$ cat src/rtl/pipe_skid_buffer.sv
// Two-entry valid/ready skid buffer between pipeline stages.
// Optional synchronous flush port: define PIPE_SKID_FLUSH_EN.
module pipe_skid_buffer #(
  parameter int WORD_SIZE = 32
) (
  input  logic                 clk,
  input  logic                 reset,
`ifdef PIPE_SKID_FLUSH_EN
  input  logic                 flush,
`endif
  input  logic                 in_valid,
  input  logic [WORD_SIZE-1:0] in_data,
  output logic                 in_ready,
  output logic                 out_valid,
  output logic [WORD_SIZE-1:0] out_data,
  input  logic                 out_ready,
  output logic [1:0]           count
);

  typedef enum logic [1:0] {
    EMPTY = 2'd0,
    BUSY  = 2'd1,
    FULL  = 2'd2
  } state_t;

  state_t               r_state;
  state_t               w_next;
  logic [WORD_SIZE-1:0] r_main;
  logic [WORD_SIZE-1:0] r_skid;
  logic                 w_in_fire;
  logic                 w_out_fire;
  logic                 w_ld_main_in;
  logic                 w_ld_main_skid;
  logic                 w_ld_skid;
  logic                 w_flush;

`ifdef PIPE_SKID_FLUSH_EN
  assign w_flush = flush;
`else
  assign w_flush = 1'b0;
`endif

  assign w_in_fire  = in_valid & in_ready;
  assign w_out_fire = out_valid & out_ready;

  // State register; count is the state encoding itself.
  always_ff @(posedge clk or negedge reset) begin
    if (!reset) begin
      r_state <= EMPTY;
    end else begin
      r_state <= w_next;
    end
  end

  // Next state and data-register load strobes.
  always_comb begin
    w_next         = r_state;
    w_ld_main_in   = 1'b0;
    w_ld_main_skid = 1'b0;
    w_ld_skid      = 1'b0;
    unique case (r_state)
      EMPTY: begin
        if (w_in_fire) begin
          w_ld_main_in = 1'b1;
          w_next       = BUSY;
        end
      end
      BUSY: begin
        if (w_in_fire && w_out_fire) begin
          w_ld_main_in = 1'b1;
        end else if (w_in_fire) begin
          w_ld_skid = 1'b1;
          w_next    = FULL;
        end else if (w_out_fire) begin
          w_next = EMPTY;
        end
      end
      FULL: begin
        if (w_out_fire) begin
          w_ld_main_skid = 1'b1;
          w_next         = BUSY;
        end
      end
      default: begin
        w_next = EMPTY;
      end
    endcase
    if (w_flush) begin
      w_next         = EMPTY;
      w_ld_main_in   = 1'b0;
      w_ld_main_skid = 1'b0;
      w_ld_skid      = 1'b0;
    end
  end

  // Head and skid storage; flush clears both like reset.
  always_ff @(posedge clk or negedge reset) begin
    if (!reset) begin
      r_main <= '0;
      r_skid <= '0;
    end else if (w_flush) begin
      r_main <= '0;
      r_skid <= '0;
    end else begin
      if (w_ld_main_in) begin
        r_main <= in_data;
      end else if (w_ld_main_skid) begin
        r_main <= r_skid;
      end
      if (w_ld_skid) begin
        r_skid <= in_data;
      end
    end
  end

  // Outputs from registered state only; in_ready masked by reset.
  always_comb begin
    in_ready  = reset & (r_state != FULL);
    out_valid = (r_state != EMPTY);
    out_data  = r_main;
    count     = r_state;
  end

endmodule

$ cat config.mk
export PLATFORM = sky130hd
export DESIGN_NAME = pipe_skid_buffer
export DESIGN_NICKNAME = d
export VERILOG_FILES = /design/src/rtl/pipe_skid_buffer.sv
export SDC_FILE = /design/constraint.sdc
export NUM_CORES = 1
export LEC_CHECK = 0
export CAP_MARGIN = 15
export CORE_MARGIN = 5
export CORE_UTILIZATION = 35
export DETAILED_ROUTE_END_ITERATION = 16
export GPL_ROUTABILITY_DRIVEN = 1
export HOLD_SLACK_MARGIN = 0.08
export PLACE_DENSITY = 0.65
export SETUP_SLACK_MARGIN = 0.2
export SKIP_CTS_REPAIR_TIMING = 1
export SYNTH_ARGS = -nofsm -noshare
export SYNTH_HDL_FRONTEND = slang
export SYNTH_SLANG_ARGS = --single-unit
$ cat constraint.sdc
create_clock -name clk -period 4.05 [get_ports clk]
set_input_delay 0.81 -clock clk [delete_from_list [all_inputs] [get_ports clk]]
set_output_delay 0.81 -clock clk [all_outputs]
set_load 0.02 [all_outputs]
# Yosys cells after proc, flatten, opt, wreduce, memory -nomap -nowiden
# Cells that the tools add are included.
[word_totals]
regBits = 66
latchBits = 0
ramBits = 0
romBits = 0
in_bits = 36
out_inout_bits = 36
wordCells = 33
memories = 0
[classes]
n_addsub = 0
multipliers = 0
n_div = 0
magnitude_cmp = 0
n_eq_ne = 7
shifts = 0
n_mux = 15
n_bitwise = 3
n_reduce_logical = 5
[op_table]
columns = ["cell", "count"]
rows = [
  ["$mux W32", 2],
  ["$mux W2", 5],
  ["$ne A2 B2 Y1 const B", 4],
  ["$mux W1", 6],
  ["$pmux W2 S3", 1],
  ["$reduce_and A4 Y1", 1],
  ["$reduce_bool A2 Y1", 2],
  ["$and A1 B1 Y1", 3],
  ["$ne A3 B3 Y1 const B", 1],
  ["$eq A2 B1 Y1 const B", 1],
  ["$eq A2 B2 Y1 const B", 1],
  ["$logic_not A2 Y1", 1],
  ["$pmux W1 S2", 1],
  ["$logic_and A1 B1 Y1", 1],
]

# Longest topological paths before layout
# Gate-level depths: netlist of run 1.
[depth]
word_depth = 7
depth_mapped = 5
mapped_depth_nobuf = 3

# Worst setup path before layout of run 1
# Ideal clock, no wire load.
[synth_path]
path_kind = "input to register"
start = "in out_ready"
end = "reg r_skid[10]"
setup_time_ns = 0.125
arrival_ns = 1.752
required_time_ns = 3.925
slack_ns = 2.173
stages = 4
n_path_buf = 1
path_cell_list = "nand2b_4 -> nor3_4 -> buf_6 -> mux2_2"
[synth_via]
elab_chain_len = 4
[synth_lines]
columns = ["item", "line", "source"]
rows = [
  ["start, declared", "16", "input logic out_ready,"],
  ["$and A1 B1 Y1", "44", "assign w_out_fire = out_valid & out_ready;"],
  ["$logic_and A1 B1 Y1", "69", "if (w_in_fire && w_out_fire) begin"],
  ["$mux W1", "69", ""],
  ["$mux W1", "61", "unique case (r_state)"],
  ["end signal, assigned", "111", "r_skid <= in_data;"],
  ["end, declared", "29", "logic [WORD_SIZE-1:0] r_skid;"],
]
# No other way between the ends.
# A chain may end at the register's enable or synchronous reset.

# Worst setup path in the final report of run 1
[layout_path]
start = "in out_ready"
end = "reg r_skid[17]"
# The elaborated chain is that of the path after synthesis.

==> results of run 1 <==
routing by layer:
metal / track usage / up-vias
met3: 0.0305 / 12
met2: 0.189 / 41
met4: 0.0619 / 0
met5: 0 / -
met1: 0.140 / 876
li1: - / 815
cell usage after synthesis (2+ instances only):
| cell | count |
|---|---|
| buf_6 | 6 |
| mux2_4 | 30 |
| dfrtp_1 | 66 |
| mux2_2 | 67 |
| buf_4 | 4 |
| nand2_1 | 2 |
state kept, by name (all words and copies together), names as in the netlist:
signal    flops
out_data     32
count         2
r_skid       32
cells by family after synthesis:
kind of cell           after synthesis
multiplexers                        97
AO/OA/AOI/OAI                        3
flip-flops                          66
AND/OR/NAND/NOR                      9
buffers and inverters               11
stage by stage:
stage / power [mW] / instance area (um2) / std cells / setup slack [ns]
final: 2.28 / 4030 / 376 / 1.47
after global routing: 2.40 / 4030 / 376 / 1.38
after CTS: 2.32 / 4030 / 376 / 1.44
after detailed placement: 1.80 / 3840 / 360 / 1.08
after global placement: 1.77 / 3840 / 360 / 1.14
after floorplan: 1.48 / 3060 / 186 / 2.17
report_power, final:
part	total [mW]	internal [mW]	switching, mW	leakage, nW
logic	0.779	0.490	0.289	0.908
clock network	0.510	0.271	0.239	0.0965
registers	0.991	0.880	0.111	0.792
total	2.28	1.64	0.639	1.80
cell type report:
type	count	area, um2
fill	779	4610
sequential	66	1650
multi-input combinational	109	1310
timing repair buffer	76	743
clock buffer	14	173
tap	108	135
clock inverter	2	10.0
inverter	1	3.75
worst reg2reg max path, delay by kind of cell, from the launching register on:
family	cells	cell delay [ns]
flops	1	0.54
simple gates	2	0.57
buf+inv	1	0.48
mux	1	0.34
final timing paths:
check | startpoint | to | cells after the start
min in group clk | r_skid[8]$_DFFE_PN0P_ | r_skid[8]$_DFFE_PN0P_ | 1
hold / removal | reset | r_skid[3]$_DFFE_PN0P_ | 1
setup / recovery | out_ready | r_skid[17]$_DFFE_PN0P_ | 5
hold reg to reg | r_skid[8]$_DFFE_PN0P_ | r_skid[8]$_DFFE_PN0P_ | 1
max in group asynchronous | reset | out_data[28]$_DFFE_PN0P_ | 2
setup reg to reg | count[1]$_DFFE_PN0P_ | out_data[31]$_DFFE_PN0P_ | 4
cells in the final DEF (no fill, tap or decap), drive strengths merged, types with 2 or more instances in the layout:
cell and instances:
clkdlybuf4s50 70, nand2 2, clkbuf 14, buf 6, mux2 97, dfrtp 66, nand2b 2, clkinv 2
==> impl_results.md, run 1 <==
- Die Wd: 104 um
- Vias: 1744
- CTS Buf Count: 9
- Most used DFF post-synth: dfrtp_1
- Cell taking the most area after synthesis: dfrtp_1
- Highest Signal Layer: met4
- Dpl hpwl: 4.11 mm
- Post-Synth Adder-Cell Area: 0
- Static Leak: 1.80 nW
- Max Clock Skew: 0.00487 ns
- Std-Cell Rows: 34
- Drt initial violations: 28
- First-pass GRT wire length: 9.94 mm
- H-tree depth: 3
- Mapped Area: 0.00306 mm2
- Core Util, Final: 0.466
- Synth Area in Compound Gates: 0.00613
- Fmax: 387 MHz
- Sink Count: 66
- Post-Synth XOR/XNOR Area: 0
- GP Congestion: 0.706
- Setup violations, final: 0
- Share of cells above drive strength 1: 0.455
- Drt drc: 0
- Initial core utilization: 0.355
- Worst setup EP type: flop
- Setup TNS: 0 ns
- Final Cycle Share: 0.637
- Height of the die: 104 um
- Reg-to-reg setup timing slack: 2.00 ns
- Routed met1 length: 2.63 mm
- Syn avg cell area: 16.5 um2
- # diodes: 0
- #FFs+latches synth: 66
- Req. time, crit path: 4.26 ns
- CP max stage cell: nor3_4
- FFs w/ async S/R, synth: 1.00
- Tmin final: 2.58 ns
- Net Count, Synth: 222
- Final wirelength: 5.97 mm
- Drt pass-1 iters: 4
- Gate count after technology mapping: 186
- NumNets Final: 299
- Max VDD drop: 0.182 mV
- Antenna violations before repair: 0
- Gr usage total: 0.116
- CTS tree: yes
- Largest family of logic cells by synthesized area: multiplexers
- Critical Path Source Type: input port
- Worst-Skew Late Latency: 0.33 ns
- CP cell instances: clkdlybuf4s50_1 > nand2b_4 > nor3_4 > buf_4 > mux2_2
- Cell family with most CP delay: buffers and inverters
- Wire length on met3: 243 um
- RSZ-0062 raised after global routing: no
- Die area: 0.0107 mm2
- Routed vias/inst: 4.64
- Area Overhead vs Synth: 31.5%
- Port bufs: 71
- Max-Cap Viols: 0
- Ys Warns: 0
- Root cell of the clock tree: clkbuf_8
- Hold Slack: 0.316 ns
- Pins Over Slew Limit: 0
- Critical Path Max Stage Delay: 0.57 ns
- Grt total ovfl: 0
- Slew of the pin with the lowest slew margin: 0.672 ns
- Post-synthesis mux area share: 0.394
- WP data arrival: 2.80 ns
- WL/cell: 15.9 um
- PwrDens: 566 mW/mm2
- Met2 WL post-DR: 2.96 mm
- Worst min path class: input port to asynchronous set/reset pin
- Hold Fails Final Rpt: 0
- I/O Pins: 72
- Simple-Gate Fraction of Synth Area: 0.0278
- Worst slew margin: 0.550
- Yosys top cell area share: 0.539
- Core Region: 0.00864 mm2
- Setup CP Type: input port to flop
- Post-synth EDFFs: 0
- Largest net degree at the start of global routing: 36
- CP Buf/Inv Count: 2
- Vias in the first global route: 1952
- Remaining antenna violation count: 0
- Fraction of the yosys area taken by sequential cells: 0.539
- CP Max Fanout: 13
- Clock Path Buffers: 2
- Status: completed
- Top cells by area, synth: dfrtp_1 (54%), mux2_2 (25%), mux2_4 (15%), buf_6 (2.2%), buf_4 (0.98%)
- Clock transition at path regs: 0.07 ns
- Synth cell types: 17
No activity file was read; power rests on OpenSTA's default activity.
==> run 2, diff against run 1 <==
--- a/config.mk
+++ b/config.mk
@@ -11,7 +11,7 @@
 export DETAILED_ROUTE_END_ITERATION = 16
 export GPL_ROUTABILITY_DRIVEN = 1
 export HOLD_SLACK_MARGIN = 0.08
-export PLACE_DENSITY = 0.65
+export PLACE_DENSITY = 0.67
 export SETUP_SLACK_MARGIN = 0.2
 export SKIP_CTS_REPAIR_TIMING = 1
 export SYNTH_ARGS = -nofsm -noshare
==> constraint.sdc (replaced) <==
create_clock -name clk -period 2.3 [get_ports clk]
set_input_delay 0.46 -clock clk [delete_from_list [all_inputs] [get_ports clk]]
set_output_delay 0.46 -clock clk [all_outputs]
set_load 0.02 [all_outputs]
==> run 2 against run 1 <==
Against the previous run:
- count of clock-buffer cells in the layout is 3 lower
- final area is 2.5% higher
- combinational power is 77% higher
- die area stayed put
- via count is 2.2% higher
- register-to-register slack worse by 1.3 ns
- hold slack worse by 0.19 ns
- clock power is 94% higher
- utilization is 1.2 points higher
- first-iteration DRC count is 75% higher
==> impl_results.md, run 2 (synthesis gave the netlist of run 1 again) <==
- Setup violations, final: 0
- Tmin final: 1.93 ns
- Worst-Skew Late Latency: 0.34 ns
- Remaining antenna violation count: 0
- Crit path launch: count[1]$_DFFE_PN0P_
- Worst R2R Start: count[1]$_DFFE_PN0P_
- Routed vias/inst: 4.70
- # diodes: 0
- DP Cell Count: 363
- CP Max Fanout: 8
- Worst R2R End: out_data[28]$_DFFE_PN0P_
- CP max stage cell: clkdlybuf4s50_1
- Hold Fails Final Rpt: 0
- I/O Pins: 72
- Met2 WL post-DR: 3.16 mm
- Max Clock Skew: 0.00880 ns
- CTS Buf Count: 9
- Slew of the pin with the lowest slew margin: 0.602 ns
- Finished Cell Area: 0.00413 mm2
- Highest Signal Layer: met4
- Drt pass-1 iters: 4
- Clock Path Buffers: 2
- Routed met1 length: 2.68 mm
- Core Util, Final: 0.478
- CTS tree: yes
- Most frequent cells in the layout: clkdlybuf4s50_1 (68), mux2_2 (67), dfrtp_1 (64)
- Root cell of the clock tree: clkbuf_8
- Drt initial violations: 49
- CP Depth: 1
- H-tree depth: 3
- Gr usage total: 0.122
- CP cell instances: clkdlybuf4s50_1
- Max VDD drop: 0.472 mV
- Drt drc: 0
- Final total power: 4.12 mW
- Worst slew margin: 0.599
- Share of cells above drive strength 1: 0.476
- Dpl hpwl: 4.32 mm
- Height of the die: 104 um
- WL/cell: 16.4 um
- Grt total ovfl: 0
- NumNets Final: 302
- Antenna violations before repair: 0
- Vias in the first global route: 2024
- Static Leak: 1.86 nW
- WP data arrival: 1.47 ns
- Wire length on met3: 272 um
- Commonest non-fill, non-tap cell in the layout: clkdlybuf4s50_1
- GP Congestion: 0.655
- Sink Count: 66
- Die area: 0.0107 mm2
- Req. time, crit path: 1.84 ns
- PwrDens: 999 mW/mm2
- Setup CP Type: flop to output pin
- Pins Over Slew Limit: 0
- Hold Slack: 0.128 ns
- Reg-to-reg setup timing slack: 0.72 ns
- Status: completed
- Largest net degree at the start of global routing: 49
- Max-Cap Viols: 0
- Port bufs: 71
- Initial core utilization: 0.355
- First-pass GRT wire length: 10.4 mm
- CP Buf/Inv Count: 1
- Die Wd: 104 um
- Cells on worst reg2reg path: 4
- Final Cycle Share: 0.839
- Final wirelength: 6.21 mm
- Placed Area: 0.00392 mm2
- Cell family with most CP delay: buffers and inverters
- Fmax: 518 MHz
- Setup TNS: 0 ns
- RSZ-0062 raised after global routing: no
- Critical Path Source Type: flop
- Worst setup path endpoint: count[1]
- Clock transition at path regs: 0.08 ns
- Final setup margin: 0.370 ns
- Area Overhead vs Synth: 34.9%
- Critical Path Max Stage Delay: 0.66 ns
- Pre-CTS setup slack: 0.164 ns
- Finished Layout Cells: 379
- Vias: 1783
- Core Region: 0.00864 mm2
- Worst min path class: input port to asynchronous set/reset pin
- Std-Cell Rows: 34
- Worst setup EP type: output pin
==> run 2: changes by cell type in the layout (fill, tap and decap cells not counted), moves of 2 or more <==
| cell | previous run | this run |
|---|---|---|
| buf_12 | 0 | 4 |
| dfrtp_1 | 66 | 64 |
| clkbuf_1 | 2 | 0 |
| dfrtp_2 | 0 | 2 |
| clkdlybuf4s50_1 | 70 | 68 |
| dlymetal6s2s_1 | 0 | 2 |
==> run 2: cell type report <==
class                   count  area, um2
clock buffers              11        151
clock inverters             5       52.6
fillers                   768       4510
inverters                   1       3.75
multi-input cells         109       1310
flip-flops and latches     66       1650
well taps                 108        135
repair buffers             79        821
==> run 2: worst min-delay path by stage <==
| stage | start | slack (ns) | cells after the start | endpoint |
|---|---|---|---|---|
| 2_1_floorplan | reset | 0.16 | 0 | count[0]$_DFFE_PN0P_ |
| 5_1_grt | reset | 0.14 | 2 | r_skid[19]$_DFFE_PN0P_ |
| 3_3_place_gp | r_skid[6]$_DFFE_PN0P_ | 0.49 | 1 | r_skid[6]$_DFFE_PN0P_ |
| 3_5_place_dp | r_skid[27]$_DFFE_PN0P_ | 0.49 | 1 | r_skid[27]$_DFFE_PN0P_ |
| 4_1_cts | reset | 0.12 | 2 | out_data[21]$_DFFE_PN0P_ |
| 6_report | reset | 0.13 | 2 | r_skid[19]$_DFFE_PN0P_ |
==> run 2: report_power, final <==
part / switching (mW) / internal, mW
combinational: 0.512 / 0.872
sequential: 0.201 / 1.55
clock: 0.435 / 0.554
total: 1.15 / 2.98
==> run 2: layer usage <==
layer,global-route usage,vias up
li1,-,826
met1,0.146,910
met2,0.203,40
met3,0.0361,7
met4,0.0506,0
met5,0,-
